<file path="config.mk">
export PLATFORM = sky130hd
export DESIGN_NAME = cg_ctrl_flat
export DESIGN_NICKNAME = d
export VERILOG_FILES = /design/src/rtl/cg_pkg.sv /design/src/rtl/cg_ctrl_if.sv /design/src/rtl/cg_domain_fsm.sv /design/src/rtl/cg_ctrl.sv /design/src/flat_wrapper.sv
export SDC_FILE = /design/constraint.sdc
export NUM_CORES = 1
export LEC_CHECK = 0
export CAP_MARGIN = 20
export CORE_ASPECT_RATIO = 0.7
export CORE_MARGIN = 3
export CORE_UTILIZATION = 45
export CTS_BUF_LIST = sky130_fd_sc_hd__clkbuf_4 sky130_fd_sc_hd__clkbuf_8 sky130_fd_sc_hd__clkbuf_16
export DETAILED_ROUTE_END_ITERATION = 8
export PLACE_DENSITY = 0.63
export RECOVER_POWER = 100
export SKIP_LAST_GASP = 1
export SYNTH_ARGS = -nofsm -noshare
export SYNTH_HDL_FRONTEND = slang
export SYNTH_SLANG_ARGS = --single-unit
</file>
<file path="constraint.sdc">
create_clock -name raw_clk -period 8.34 [get_ports raw_clk]
set_input_delay 1.668 -clock raw_clk [delete_from_list [all_inputs] [get_ports raw_clk]]
set_output_delay 1.668 -clock raw_clk [all_outputs]
set_load 0.01 [all_outputs]
</file>
<file path="src/rtl/cg_pkg.sv">
// Shared types and default sizing for the per-domain clock-gating controller.
package cg_pkg;

    typedef enum logic [1:0] {
        CG_RUN   = 2'd0,
        CG_GATED = 2'd1,
        CG_WAKE  = 2'd2
    } cg_state_e;

    localparam int CG_N_DOM    = 4;
    localparam int CG_CNT_W    = 8;
    localparam int CG_WAKE_LAT = 2;

endpackage

</file>
<file path="src/rtl/cg_ctrl_if.sv">
// Domain-facing bundle: busy/wake handshake in, gating-cell controls and status out.
interface cg_ctrl_if #(
    parameter int N_DOM = 4
);

    logic [N_DOM-1:0] busy;
    logic [N_DOM-1:0] wake_req;
    logic [N_DOM-1:0] wake_ack;
    logic [N_DOM-1:0] active_o;
    logic [N_DOM-1:0] bypass_o;
    logic [N_DOM-1:0] gated_o;

    // master = the gated domains and their cells, slave = the controller
    modport master (
        output busy, wake_req,
        input  wake_ack, active_o, bypass_o, gated_o
    );

    modport slave (
        input  busy, wake_req,
        output wake_ack, active_o, bypass_o, gated_o
    );

endinterface

</file>
<file path="src/rtl/cg_domain_fsm.sv">
// One gated domain: idle counter, RUN/GATED/WAKE sequencing, settle timer and
// registered gating-cell controls.
module cg_domain_fsm
    import cg_pkg::*;
#(
    parameter int CNT_W    = CG_CNT_W,
    parameter int WAKE_LAT = CG_WAKE_LAT
) (
    input  logic             clk,
    input  logic             rst,
    input  logic             busy,
    input  logic             wake_req,
    input  logic             cfg_bypass,
    input  logic             force_on,
    input  logic [CNT_W-1:0] idle_thresh,
    output logic             active,
    output logic             bypass,
    output logic             gated,
    output logic             wake_ack
);

    localparam int              SET_W    = $clog2(WAKE_LAT + 1);
    localparam logic [SET_W-1:0] SET_LAST = SET_W'(WAKE_LAT - 1);

    cg_state_e        state;
    logic [CNT_W-1:0] cnt;
    logic [SET_W-1:0] settle;

    logic             idle;
    logic             frc;
    logic             hit;
    logic [CNT_W:0]   cnt_inc;

    assign idle    = ~busy & ~wake_req;
    assign frc     = cfg_bypass | force_on;
    // One extra bit so a saturated count plus one still compares above any threshold.
    assign cnt_inc = {1'b0, cnt} + (CNT_W + 1)'(1);
    assign hit     = idle & ~frc & (idle_thresh != '0) & (cnt_inc >= {1'b0, idle_thresh});

    // NOTE: every state element is assigned with <= so all registers update
    // from the same pre-edge values; blocking assignments here would race.
    always_ff @(posedge clk) begin
        if (rst) begin
            state    <= CG_RUN;
            cnt      <= '0;
            settle   <= '0;
            active   <= 1'b1;
            bypass   <= 1'b0;
            gated    <= 1'b0;
            wake_ack <= 1'b0;
        end else begin
            bypass <= frc;
            unique case (state)
                CG_RUN: begin
                    if (hit) begin
                        state    <= CG_GATED;
                        cnt      <= '0;
                        active   <= 1'b0;
                        gated    <= 1'b1;
                        wake_ack <= 1'b0;
                    end else begin
                        if (!idle || frc) cnt <= '0;
                        else if (!(&cnt)) cnt <= cnt_inc[CNT_W-1:0];
                        wake_ack <= wake_req;
                    end
                end
                CG_GATED: begin
                    cnt      <= '0;
                    wake_ack <= 1'b0;
                    if (wake_req || busy || frc) begin
                        state  <= CG_WAKE;
                        settle <= '0;
                        active <= 1'b1;
                        gated  <= 1'b0;
                    end
                end
                CG_WAKE: begin
                    cnt <= '0;
                    if (settle == SET_LAST) begin
                        state    <= CG_RUN;
                        wake_ack <= wake_req;
                    end else begin
                        settle   <= settle + SET_W'(1);
                        wake_ack <= 1'b0;
                    end
                end
                default: begin
                    state    <= CG_RUN;
                    active   <= 1'b1;
                    gated    <= 1'b0;
                    wake_ack <= 1'b0;
                end
            endcase
        end
    end

endmodule

</file>
<file path="src/rtl/cg_ctrl.sv">
// Clock-gating controller for N_DOM domains; one cg_domain_fsm per domain with
// the global force and the shared idle threshold fanned out to all of them.
module cg_ctrl
    import cg_pkg::*;
#(
    parameter int N_DOM    = CG_N_DOM,
    parameter int CNT_W    = CG_CNT_W,
    parameter int WAKE_LAT = CG_WAKE_LAT
) (
    input  logic             raw_clk,
    input  logic             rst,
    cg_ctrl_if.slave         bus,
    input  logic [CNT_W-1:0] idle_thresh,
    input  logic [N_DOM-1:0] cfg_bypass,
    input  logic             force_on
);

    logic [N_DOM-1:0] active_v;
    logic [N_DOM-1:0] bypass_v;
    logic [N_DOM-1:0] gated_v;
    logic [N_DOM-1:0] ack_v;

    for (genvar i = 0; i < N_DOM; i++) begin : g_dom
        cg_domain_fsm #(
            .CNT_W    (CNT_W),
            .WAKE_LAT (WAKE_LAT)
        ) u_dom (
            .clk         (raw_clk),
            .rst         (rst),
            .busy        (bus.busy[i]),
            .wake_req    (bus.wake_req[i]),
            .cfg_bypass  (cfg_bypass[i]),
            .force_on    (force_on),
            .idle_thresh (idle_thresh),
            .active      (active_v[i]),
            .bypass      (bypass_v[i]),
            .gated       (gated_v[i]),
            .wake_ack    (ack_v[i])
        );
    end

    assign bus.active_o = active_v;
    assign bus.bypass_o = bypass_v;
    assign bus.gated_o  = gated_v;
    assign bus.wake_ack = ack_v;

endmodule

</file>
<file path="src/flat_wrapper.sv">
// flat-port wrapper written by rule: the top's interface ports become plain ports
module cg_ctrl_flat import cg_pkg::*;
#(
    parameter int N_DOM    = CG_N_DOM,
    parameter int CNT_W    = CG_CNT_W,
    parameter int WAKE_LAT = CG_WAKE_LAT
)
  (raw_clk, rst, idle_thresh, cfg_bypass, force_on, bus_busy, bus_wake_req, bus_wake_ack, bus_active_o, bus_bypass_o, bus_gated_o);
  cg_ctrl_if #(.N_DOM(N_DOM)) bus_i ();
  input  logic raw_clk;
  input  logic rst;
  input  logic [CNT_W-1:0] idle_thresh;
  input  logic [N_DOM-1:0] cfg_bypass;
  input  logic force_on;
  input wire logic [$bits(bus_i.busy)-1:0] bus_busy;
  input wire logic [$bits(bus_i.wake_req)-1:0] bus_wake_req;
  output wire logic [$bits(bus_i.wake_ack)-1:0] bus_wake_ack;
  output wire logic [$bits(bus_i.active_o)-1:0] bus_active_o;
  output wire logic [$bits(bus_i.bypass_o)-1:0] bus_bypass_o;
  output wire logic [$bits(bus_i.gated_o)-1:0] bus_gated_o;
  assign bus_i.busy = bus_busy;
  assign bus_i.wake_req = bus_wake_req;
  assign bus_wake_ack = bus_i.wake_ack;
  assign bus_active_o = bus_i.active_o;
  assign bus_bypass_o = bus_i.bypass_o;
  assign bus_gated_o = bus_i.gated_o;
  cg_ctrl #(.N_DOM(N_DOM), .CNT_W(CNT_W), .WAKE_LAT(WAKE_LAT)) u_core (.raw_clk(raw_clk), .rst(rst), .bus(bus_i), .idle_thresh(idle_thresh), .cfg_bypass(cfg_bypass), .force_on(force_on));
endmodule
</file>
Word level (Yosys, flattened, before mapping)
Cells that the tools add are included.
{"block": "op_classes", "addsub": 8, "mul": 0, "div": 0, "magnitude_cmp": 4, "n_eq_ne": 32, "shift": 0, "n_mux": 80, "bitwise_logic": 36, "reduce_logical": 53}
{"op": "$mux 8", "n": 12}
{"op": "$pmux 8 s2", "n": 4}
{"op": "$mux 2", "n": 20}
{"op": "$add 8x1->9 const B", "n": 4}
{"op": "$ge 9x8->1", "n": 4}
{"op": "$reduce_and 3->1", "n": 12}
{"op": "$ne 2x2->1 const B", "n": 16}
{"op": "$reduce_and 8->1", "n": 4}
{"op": "$mux 1", "n": 24}
{"op": "$pmux 1 s3", "n": 8}
{"op": "$pmux 2 s3", "n": 4}
{"op": "$and 1x1->1", "n": 16}
{"op": "$eq 2x1->1 const B", "n": 8}
{"op": "$ne 4x4->1 const B", "n": 4}
{"op": "$not 1->1", "n": 16}
{"op": "$pmux 2 s2", "n": 4}
{"op": "$reduce_bool 2->1", "n": 8}
{"op": "$logic_or 1x1->1", "n": 12}
{"op": "$add 2x1->2 const B", "n": 4}
{"op": "$eq 2x2->1 const B", "n": 4}
{"op": "$logic_not 2->1", "n": 4}
{"op": "$pmux 1 s2", "n": 4}
{"op": "$reduce_and 2->1", "n": 4}
{"op": "$reduce_bool 8->1", "n": 1}
{"op": "3 further kinds", "n": 12}
{"block": "word_totals", "regBits": 64, "latch_bits": 0, "ram_bits": 0, "romBits": 0, "inputBits": 23, "wordCells": 241, "memories": 0}

Logic depth before layout (Yosys ltp)
Gate-level depths: netlist of run 1.
{"block": "logic_depth", "depth_word": 7, "mapped_depth": 13, "mapped_depth_nobuf": 13}

Modules after synthesis
Synthesis of run 1 repeated with hierarchy kept, for this count alone.
{"block": "hier_totals", "hier_cells": 607, "area_unflattened_um2": 4873.4}
{"module": "cg_domain_fsm (u_core.g_dom[0].u_dom ...)", "instances": 3, "cells_each": 153, "area_per_inst_um2": 1216.2, "seq_area_each_um2": 320.3}
{"module": "cg_domain_fsm (u_core.g_dom[3].u_dom)", "instances": 1, "cells_each": 148, "area_per_inst_um2": 1224.9, "seq_area_each_um2": 320.3}

Worst setup path after synthesis of run 1
OpenSTA, ideal clock, no wires.
{"block": "synth_path", "kind": "input to register", "start": "input idle_thresh[7]", "end": "register u_core.g_dom[0].u_dom.cnt[7]", "setup_time_ns": 0.070, "arrival_ns": 3.605, "setup_slack_ns": 4.665, "path_stages": 8, "path_buffers": 0, "path_cell_list": "inv_1 ha_1 and3_4 a221o_1 a2111o_1 a21o_4 or3b_1 a21oi_1"}
{"block": "synth_via", "elab_chain_cells": 5, "elab_cells_between_ends": 8}
{"item": "from (decl)", "line_no": "flat_wrapper.sv:12", "rtl": "input logic [CNT_W-1:0] idle_thresh;"}
{"item": "branches (longest 2 deep; another with $ge 9x8->1)"}
{"item": "$and 1x1->1 *", "line_no": "cg_domain_fsm.sv:38", "rtl": "assign hit = idle & ~frc & (idle_thresh != '0) & (cnt_inc >= {1'b0, idle_thresh});"}
{"item": "$ne 4x4->1 (no source line) or $mux 8 (tied branches)"}
{"item": "$reduce_and 2->1 (no source line) or $pmux 8 s2 (tied branches)"}
{"item": "to (signal assigned)", "line_no": "cg_domain_fsm.sv:63", "rtl": "else if (!(&cnt)) cnt <= cnt_inc[CNT_W-1:0];"}
{"item": "to (decl)", "line_no": "cg_domain_fsm.sv:26", "rtl": "logic [CNT_W-1:0] cnt;"}
Mark *: on every way between the ends.
A chain may end at the register's enable or synchronous reset.

Worst setup path in the final report of run 1
{"block": "layout_path", "start": "input idle_thresh[0]", "end": "register u_core.g_dom[2].u_dom.cnt[7]"}
{"block": "layout_via", "elab_chain_cells": 5, "elab_cells_between_ends": 8}
{"item": "branches (longest 2 deep; another with $ge 9x8->1)"}
{"item": "$and 1x1->1 *", "line_no": "cg_domain_fsm.sv:38"}
{"item": "$ne 4x4->1 (no source line) or $mux 8 (tied branches)"}
{"item": "$reduce_and 2->1 (no source line) or $pmux 8 s2 (tied branches)"}
{"item": "to (signal assigned)", "line_no": "cg_domain_fsm.sv:63"}
{"item": "to (decl)", "line_no": "cg_domain_fsm.sv:26"}
Marked as above.

==> results of run 1 <==
[metal layers]
| metal | up-vias | share of wire, % | GRT usage (%) |
|---|---|---|---|
| li1 | 2076 | - | - |
| met1 | 1904 | 50 | 26.3 |
| met2 | 59 | 46 | 28.8 |
| met3 | 8 | 3.8 | 4.31 |
| met4 | 0 | 0.72 | 4.68 |
| met5 | - | 0 | 0 |
[worst min-delay path by stage]
stage	startpoint	to	slack [ns]
global placement	u_core.g_dom[2].u_dom.active	u_core.g_dom[2].u_dom.active	0.45
global route	u_core.g_dom[2].u_dom.active	u_core.g_dom[2].u_dom.active	0.48
floorplan	u_core.g_dom[1].u_dom.active	u_core.g_dom[1].u_dom.active	0.43
CTS	u_core.g_dom[2].u_dom.active	u_core.g_dom[2].u_dom.active	0.47
finish	u_core.g_dom[2].u_dom.active	u_core.g_dom[2].u_dom.active	0.46
detailed placement	u_core.g_dom[2].u_dom.active	u_core.g_dom[2].u_dom.active	0.46
[worst register-to-register path: cells and delay by family (launching register included)]
kind	cells	cell delay, ns
compound gates	4	1.25
xor+xnor	1	0.27
fa+ha+maj	1	0.31
flops	1	0.42
simple gates	5	1.26
[Yosys cell counts (8+ instances only)]
cell type / n / area (µm²)
and2_1: 10 / 62.6
o21ai_0: 12 / 60.1
nand2b_1: 31 / 194
nand2_1: 39 / 146
xnor2_1: 13 / 114
nor2_1: 40 / 150
a21o_1: 8 / 60.1
a31oi_1: 9 / 56.3
nor3_1: 15 / 75.1
buf_4: 17 / 128
dfxtp_1: 64 / 1280
o31ai_1: 9 / 67.6
mux2i_1: 17 / 170
nand4_1: 13 / 81.3
a21oi_1: 44 / 220
nand3_1: 28 / 140
ha_1: 56 / 701
inv_1: 33 / 124
clkbuf_1: 14 / 52.6
[state kept, by name, indices dropped and copies added (netlist names)]
signal                       flops
u_core.g_dom.u_dom.cnt          32
u_core.g_dom.u_dom.settle        8
u_core.g_dom.u_dom.bypass        4
u_core.g_dom.u_dom.state         8
u_core.g_dom.u_dom.gated         4
u_core.g_dom.u_dom.active        4
u_core.g_dom.u_dom.wake_ack      4
[logic make-up (layout without fill, tap and decap cells)]
family,Yosys count,count (layout),share of synthesized area (%)
AO/OA/AOI/OAI,128,128,18.5
XOR/XNOR,20,20,3.72
adder cells (fa/ha/maj),56,56,14.9
buffers and inverters,69,88,7.30
flip-flops,64,64,27.2
multiplexers,17,17,3.61
AND/OR/NAND/NOR,219,219,24.9
[through the flow]
stage | power (mW) | instances | setup slack [ns] | util, %
after global placement | 0.479 | 704 | 4.03 | 50.6
after floorplan | 0.443 | 573 | 4.66 | -
after global routing | 0.885 | 720 | 3.73 | 53.1
after CTS | 0.859 | 719 | 4.28 | 53.5
after detailed placement | 0.483 | 704 | 3.95 | 50.6
final | 0.842 | 720 | 3.92 | 53.1
[layout make-up]
| cell class | count | area (µm²) |
|---|---|---|
| multi-input cells | 440 | 3040 |
| clock inverters | 4 | 45.0 |
| inverters | 33 | 124 |
| flip-flops and latches | 64 | 1280 |
| repair buffers | 40 | 390 |
| clock buffers | 11 | 246 |
| well taps | 128 | 160 |
| fillers | 922 | 4660 |
[where the power goes]
group	leakage, nW	internal, mW	switching (mW)	total (mW)
sequential	0.519	0.321	0.00977	0.330
combinational	1.52	0.0650	0.0764	0.141
clock	0.149	0.239	0.131	0.370
total	2.18	0.625	0.217	0.842
==> out/results.tsv, run 1 <==
stage	metric	value	unit
clocking	cts_buffer_depth	2	
critical_path	critPathMaxFanout	8	
synth	async_flop_share	0	%
floorplanning	initial_core_util	47.4	%
floorplanning	pin_count	39	
synth	synth_cell_types	65	
clocking	cts_buffers	9	
floorplanning	die_h	91.6	µm
finish	layout_commonest_cell	dfxtp_1	
finish	layout-drive-gt1-share	4.39	%
clocking	cts_root_buffer	clkbuf_16	
synth	yosysWarnings	0	
synth	ys_seq_area_share	27.2	%
sta	finalCritPeriodShare	53.0	%
synth	synth_edf_count	0	
route	vias_per_cell	5.62	
grt	antenna_found_initial	0	
sta	rsz0062_at_grt	no	
grt	grt_max_degree	62	
clocking	cts_htree_levels	3	
floorplanning	die_w	128	µm
synth	syn-num-nets	652	
clocking	cts_resized	0	
clocking	cts.sinks	64	
critical_path	r2r_slack	4.77	ns
finish	diodes	0	
sta	maxSlewHeadroom	16.4	%
pwr	ir_drop	0.0937	mV
critical_path	r2r_start	u_core.g_dom[0].u_dom.cnt[2]	
route	postRouteAntennaNets	0	
finish	final_cell_mix	64 x dfxtp_1, 56 x ha_1, 44 x a21oi_1	
clocking	post-cts-setup-buffers	0	
hold_path	holdPathStages	2	
clocking	clock_latency	0.33	ns
floorplanning	std_cell_rows	30	
critical_path	reg2reg_depth	11	
grt	grt_usage	18.7	%
route	route.detailed.drc	0	
clocking	clk_pin_slew_worst_paths	0.05	ns
critical_path	r2r-end	u_core.g_dom[0].u_dom.cnt[4]	
route	first_iter_violations	227	
sta	hold_violations	0	
placed_design	dp_hpwl	7.96	mm
sta	period_needed	4.42	ns
critical_path	path_class	in2reg	
critical_path	cp_cell_sequence	dlygate4sd3_1 -> nor4_1 -> nand2_1 -> and2_0 -> a2111oi_0 -> nand3_1 -> a21oi_1	
critical_path	cp_top_family	simple AND/OR/NAND/NOR gates	
sta	fmax	226	MHz
floorplanning	core_area	0.00995	mm²
clocking	cts_hold_buf	0	
critical_path	crit_buf_inv	1	
hold_path	hold_path.class	reg2reg	
synth	synthCells	573	
route	drt_wl_total	10.6	mm
sta	fin_skew	0.00393	ns
floorplanning	die_area	0.0118	mm²
pwr	powerDensity	159	mW/mm²
grt	grt_pass1_wl	18.1	mm
synth	mappedNetlistArea	0.00471	mm²
clocking	tritoncts	done	
sta	hold_ws	0.462	ns
synth	avgSynthCellArea	8.22	µm²
synth	ys_seq_elements	64	
critical_path	startpoint_type	primary input	
sta	slew_viol_final	0	
critical_path	crit_end	u_core.g_dom[2].u_dom.cnt[7]	
finish	finalInstanceArea	0.00528	mm²
critical_path	slowest_delay	0.87	ns
critical_path	slowest_stage	a2111oi_0	
route	first_pass_iters	5	
grt	grt_pass1_vias	3804	
flow_run	cap_violations	0	
critical_path	cp-end-kind	flip-flop	
route	wl_per_cell	14.8	µm
pwr	p_leak	2.18	nW
finish	area_growth	12.1	%
critical_path	required	8.60	ns
placed_design	dpl_cell_area	0.00503	mm²
sta	tns	0	ns
synth	synth-main-ff-cell	dfxtp_1	
placed_design	io_buffer_count	38	
outcome	status	completed	
route	vias	4047	
finish	final_nets	667	
critical_path	cp_data_arrival_time	4.67	ns
sta	setup_violations	0	
placed_design	place_congestion	0.828	
critical_path	startpoint	idle_thresh[0]	
sta	worst_pin_slew	1.24	ns
grt	grt.overflow.total	0	
critical_path	cp.depth	7	
Note: power is estimated with default switching activity, not from simulation.
==> run 2: changes to the inputs <==
PLACE_DENSITY = 0.66   (was 0.63)
clock period = 3.7 ns   (was 8.34 ns; I/O delays follow)
==> run 2 against run 1 <==
  * The run now ends with max-capacitance violations, max-slew violations left
  * Sequential share of layout area down 0.40 points
  * Setup slack worse by 3.6 ns
  * Sequential power up 130%
  * Sequential cell count unchanged
  * Critical endpoint is now u_core.g_dom[0].u_dom.cnt[7]
==> out/results.tsv, run 2 (same netlist as run 1, synthesis figures left out) <==
stage	metric	value	unit
critical_path	slowest_delay	0.44	ns
finish	regMostFlops	u_core.g_dom.u_dom.cnt	
finish	layout_commonest_cell	dfxtp_1	
sta	maxSlewHeadroom	-48.5	%
pwr	p_switching	0.508	mW
finish	finalInstanceArea	0.00537	mm²
grt	grt.overflow.total	0	
route	drt_wl_total	11.2	mm
critical_path	startpoint_type	flip-flop	
placed_design	place_congestion	0.841	
outcome	status	finished, violations left	
sta	fin_skew	0.00428	ns
clocking	cts.sinks	64	
floorplanning	pin_count	39	
critical_path	cp_cell_sequence	nand3_1 -> nor2_1 -> nand3_1 -> xnor2_1 -> ha_1 -> and3_1 -> a221o_1 -> a2111o_1 -> a21o_4 -> or3b_1 -> a21oi_1	
critical_path	r2r-end	u_core.g_dom[0].u_dom.cnt[7]	
grt	antenna_found_initial	0	
hold_path	hold_path.class	reg2reg	
route	wl_per_cell	15.5	µm
clocking	cts_resized	0	
grt	grt_pass1_vias	3928	
pwr	p_seq_share	37.4	%
critical_path	cp_top_family	simple AND/OR/NAND/NOR gates	
clocking	clk_pin_slew_worst_paths	0.05	ns
sta	finalCritPeriodShare	90.9	%
clocking	cts_buffers	9	
route	vias	4136	
clocking	cts_hold_buf	0	
finish	diodes	0	
route	first_iter_violations	239	
clocking	cts_htree_levels	3	
placed_design	io_buffer_count	38	
grt	grt_pass1_wl	18.6	mm
finish	layoutNonFillerInstCount	725	
sta	hold_violations	0	
floorplanning	initial_core_util	47.4	%
hold_path	holdPathStages	2	
pwr	p_int	1.48	mW
floorplanning	core_area	0.00995	mm²
pwr	p_leak	2.22	nW
grt	grt_max_degree	50	
pwr	ir_drop	0.200	mV
sta	fmax	297	MHz
sta	rsz0062_at_grt	no	
critical_path	r2r_slack	0.34	ns
placed_design	dp_hpwl	8.32	mm
floorplanning	die_area	0.0118	mm²
floorplanning	die_w	128	µm
pwr	total_power	1.99	mW
sta	period_needed	3.36	ns
critical_path	reg2reg_depth	11	
route	vias_per_cell	5.70	
floorplanning	die_h	91.6	µm
route	postRouteAntennaNets	0	
finish	area_growth	14.0	%
finish	final_nets	673	
placed_design	dp_cells	711	
outcome	violations	max-capacitance violations, max-slew violations	
route	first_pass_iters	4	
floorplanning	std_cell_rows	30	
critical_path	required	3.93	ns
clocking	tritoncts	done	
clocking	clock_latency	0.34	ns
clocking	cts_buffer_depth	2	
finish	final_util	54.0	%
finish	final_cell_mix	64 x dfxtp_1, 56 x ha_1, 45 x a21oi_1	
critical_path	cp_data_arrival_time	3.59	ns
sta	worst_pin_slew	2.23	ns
critical_path	crit_buf_inv	0	
critical_path	crit_path_frequent_cell	nand3_1	
pwr	switching_share	25.5	%
placed_design	dpl_cell_area	0.00509	mm²
clocking	cts_root_buffer	clkbuf_16	
critical_path	slowest_stage	a2111o_1	
critical_path	r2r_start	u_core.g_dom[0].u_dom.cnt[2]	
sta	slew_viol_final	50	
finish	reg.largest.list	u_core.g_dom.u_dom.cnt (32), u_core.g_dom.u_dom.settle (8), u_core.g_dom.u_dom.state (8)	
grt	grt_usage	19.5	%
hold_path	hold_start	u_core.g_dom[2].u_dom.active	
critical_path	cp-end-kind	flip-flop	
sta	setup_violations	0	
pwr	pwr-share-comb	16.5	%
finish	layout-drive-gt1-share	5.53	%
sta	tns	0	ns
pwr	power_frac_clock	46.1	%
clocking	post-cts-setup-buffers	0	
critical_path	path_class	reg2reg	
hold_path	min_to	u_core.g_dom[2].u_dom.active	
finish	nFillCells	926	
pwr	powerDensity	370	mW/mm²
finish	largest_reg_flops	32	
flow_run	cap_violations	1	
critical_path	critPathMaxFanout	9	
route	route.detailed.drc	0	
-- run 2: cell types whose count changed in the layout (fill, tap and decap cells not counted), sizes merged --
cell	previous run	this run
buf	2	6
dlygate4sd3	20	17
bufinv	1	2
clkinvlp	0	1
clkdlybuf4s50	17	20
clkbuf	12	14
clkinv	3	0
-- run 2: how the worst max path moves through the flow --
stage	startpoint	to	depth (start not counted)
after floorplan	u_core.g_dom[0].u_dom.cnt[2]	u_core.g_dom[0].u_dom.cnt[7]	11
after global placement	idle_thresh[7]	u_core.g_dom[0].u_dom.cnt[7]	9
after detailed placement	idle_thresh[7]	u_core.g_dom[0].u_dom.cnt[7]	9
after CTS	u_core.g_dom[0].u_dom.cnt[2]	u_core.g_dom[0].u_dom.cnt[7]	11
after global routing	u_core.g_dom[0].u_dom.cnt[2]	u_core.g_dom[0].u_dom.cnt[7]	11
final	u_core.g_dom[0].u_dom.cnt[2]	u_core.g_dom[0].u_dom.cnt[7]	11
-- run 2: power by group through the flow --
stage               Clock [mW]  Combinational [mW]  Sequential, mW
floorplan                    0               0.244           0.753
global placement             0               0.321           0.758
detailed placement           0               0.332           0.758
CTS                      0.936               0.334           0.743
global route             0.960               0.364           0.749
finish                   0.918               0.328           0.743
-- run 2: layout make-up --
cell class | instances | area [µm²] | share of cell area (%)
clock buffer | 11 | 246 | 4.59
tap | 128 | 160 | 2.98
timing repair buffer | 46 | 427 | 7.94
clock inverter | 3 | 67.6 | 1.26
sequential | 64 | 1280 | 23.8
multi-input combinational | 440 | 3070 | 57.1
inverter | 33 | 124 | 2.31
-- run 2: routing by layer --
layer | vias up | global-route usage (%) | part of all wire, %
met5 | - | 0 | 0
li1 | 2104 | - | -
met1 | 1940 | 26.3 | 49
met4 | 0 | 5.21 | 1.1
met2 | 82 | 31.2 | 46
met3 | 10 | 4.37 | 4.2
-- run 2: metrics by stage --
stage,hold slack [ns],worst slack (ns)
finish,0.456,0.338
global route,0.482,0.127
CTS,0.464,0.390
detailed placement,0.457,0.216
global placement,0.446,0.315
floorplan,0.435,0.744
-- run 2: worst min-delay path, stage by stage (launching register included) --
cell and delay (ns):
dfxtp_1 0.31, o31ai_1 0.06, nand2_1 0.05
==> run 3: changes to the inputs <==
CTS_BUF_LIST = default   (was sky130_fd_sc_hd__clkbuf_4 sky130_fd_sc_hd__clkbuf_8 sky130_fd_sc_hd__clkbuf_16)
DONT_BUFFER_PORTS = 1   (was default)
PLACE_DENSITY = 0.61   (was 0.66)
==> run 3 against run 2 <==
  * The run now ends clean
  * Sequential cell count unchanged
  * Setup slack better by 0.052 ns
  * Sequential power increased by 1%
  * Clock skew increased by 0.00077 ns
  * Total power is 2.8% lower
  * Critical path type unchanged
  * Critical endpoint unchanged
==> out/results.tsv, run 3 (same netlist as run 1, synthesis figures left out) <==
stage	metric	value	unit
outcome	status	completed	
placed_design	io_buffer_count	0	
critical_path	slowest_stage	dfxtp_1	
sta	period_needed	3.31	ns
pwr	p_switching	0.478	mW
clocking	cts_buffers	9	
clocking	cts_resized	0	
placed_design	place_congestion	0.860	
finish	reg.largest.list	u_core.g_dom.u_dom.cnt (32), u_core.g_dom.u_dom.settle (8), u_core.g_dom.u_dom.state (8)	
finish	final_cell_mix	64 x dfxtp_1, 56 x ha_1, 45 x a21oi_1	
flow_run	cap_violations	0	
floorplanning	die_area	0.0118	mm²
clocking	cts_hold_buf	0	
critical_path	cp-end-kind	flip-flop	
grt	grt_usage	18.2	%
clocking	cts_htree_levels	3	
grt	grt_max_degree	62	
route	wl_per_cell	15.0	µm
pwr	powerDensity	389	mW/mm²
sta	fmax	302	MHz
clocking	post-cts-setup-buffers	0	
placed_design	dp_hpwl	7.60	mm
route	vias_per_cell	5.67	
critical_path	cp_top_family	simple AND/OR/NAND/NOR gates	
placed_design	dpl_cell_area	0.00468	mm²
route	met3_length	459	µm
route	vias	3883	
floorplanning	std_cell_rows	30	
critical_path	critPathMaxFanout	9	
floorplanning	die_w	128	µm
critical_path	required	3.96	ns
grt	grt.overflow.total	0	
floorplanning	initial_core_util	47.4	%
clocking	cts_buffer_depth	2	
finish	finalInstanceArea	0.00496	mm²
critical_path	path_class	reg2reg	
finish	layout_commonest_cell	dfxtp_1	
finish	regMostFlops	u_core.g_dom.u_dom.cnt	
floorplanning	die_h	91.6	µm
sta	finalCritPeriodShare	89.5	%
pwr	power_frac_clock	48.2	%
grt	grt_pass1_wl	17.7	mm
critical_path	crit_path_frequent_cell	nand3_1	
sta	rsz0062_at_grt	no	
pwr	p_leak	2.05	nW
finish	final_nets	631	
hold_path	hold_path.class	reg2reg	
finish	nFillCells	958	
finish	diodes	0	
floorplanning	core_area	0.00995	mm²
route	dr.max_layer_used	met4	
clocking	clock_latency	0.33	ns
critical_path	crit_buf_inv	0	
critical_path	startpoint_type	flip-flop	
grt	antenna_found_initial	0	
critical_path	cp_cell_sequence	nand3_1 -> nor2_1 -> nand3_1 -> xnor2_1 -> ha_1 -> and3_1 -> a221o_1 -> a2111o_1 -> a21o_1 -> or3b_1 -> a21oi_1	
pwr	p_seq_share	39.0	%
clocking	cts.sinks	64	
grt	grt_pass1_vias	3772	
route	postRouteAntennaNets	0	
sta	worst_pin_slew	1.00	ns
sta	slew_viol_final	0	
critical_path	cp_data_arrival_time	3.57	ns
pwr	pwr-share-comb	12.8	%
sta	tns	0	ns
route	drt-met1-wl	5.16	mm
clocking	tritoncts	done	
clocking	clk_pin_slew_worst_paths	0.05	ns
route	first_pass_iters	5	
route	first_iter_violations	210	
sta	fin_skew	0.00505	ns
pwr	ir_drop	0.267	mV
clocking	cts_root_buffer	clkbuf_16	
route	wl_met2	4.55	mm
route	drt_wl_total	10.3	mm
sta	setup_violations	0	
finish	area_growth	5.36	%
sta	maxSlewHeadroom	32.5	%
finish	largest_reg_flops	32	
sta	hold_violations	0	
pwr	p_int	1.45	mW
finish	layout-drive-gt1-share	5.21	%
pwr	switching_share	24.7	%
route	route.detailed.drc	0	
critical_path	slowest_delay	0.43	ns
floorplanning	pin_count	39	
-- run 3: cell types whose count changed in the layout (fill, tap and decap cells not counted), moves of 2 or more --
cell,before,now
clkdlybuf4s50_1,20,0
dlygate4sd3_1,17,0
buf_4,6,2
and2_0,1,3
and2_1,9,7
clkinv_2,0,2
-- run 3: worst paths after layout --
path                                                     end                    startpoint  depth (start not counted)  slack [ns]
worst min register to register  u_core.g_dom[0].u_dom.cnt[1]  u_core.g_dom[0].u_dom.cnt[1]                          2        0.47
worst min-delay path            u_core.g_dom[0].u_dom.cnt[1]  u_core.g_dom[0].u_dom.cnt[1]                          2        0.47
worst max-delay path            u_core.g_dom[0].u_dom.cnt[7]  u_core.g_dom[0].u_dom.cnt[2]                         11        0.39
worst max register to register  u_core.g_dom[0].u_dom.cnt[7]  u_core.g_dom[0].u_dom.cnt[2]                         11        0.39
-- run 3: routing by layer --
metal | up-vias | global-route usage [%]
li1 | 2002 | -
met1 | 1807 | 24.9
met2 | 65 | 28.4
met3 | 9 | 4.71
met4 | 0 | 4.77
met5 | - | 0
-- run 3: power by group through the flow --
stage	combinational [mW]	sequential [mW]	clock [mW]
final	0.247	0.754	0.932
after global routing	0.283	0.759	0.991
after CTS	0.250	0.754	0.953
after detailed placement	0.248	0.769	0
after global placement	0.243	0.768	0
after floorplan	0.244	0.753	0
-- run 3: layout make-up --
class / count / area (µm²) / share of cell area, %
clock buffer: 11 / 253 / 5.09
clock inverter: 5 / 78.8 / 1.59
inverter: 33 / 124 / 2.49
multi-input combinational: 440 / 3050 / 61.3
sequential: 64 / 1280 / 25.8
tap: 128 / 160 / 3.23
timing repair buffer: 4 / 22.5 / 0.454
-- run 3: through the flow --
stage / power (mW) / setup slack (ns) / util, % / hold slack, ns / cells
after detailed placement: 1.02 / 0.484 / 47.1 / 0.464 / 669
after global routing: 2.03 / 0.135 / 49.9 / 0.460 / 685
after global placement: 1.01 / 0.573 / 47.1 / 0.458 / 669
after CTS: 1.96 / 0.444 / 50.4 / 0.467 / 685
final: 1.93 / 0.390 / 49.9 / 0.471 / 685
after floorplan: 0.997 / 0.744 / - / 0.435 / 573
-- run 3: worst register-to-register path, stage by stage, from the launching register on --
cell and delay (ns):
dfxtp_1 0.43, nand3_1 0.22, nor2_1 0.27, nand3_1 0.12
xnor2_1 0.21, ha_1 0.29, and3_1 0.20, a221o_1 0.29
a2111o_1 0.40, a21o_1 0.29, or3b_1 0.39, a21oi_1 0.14
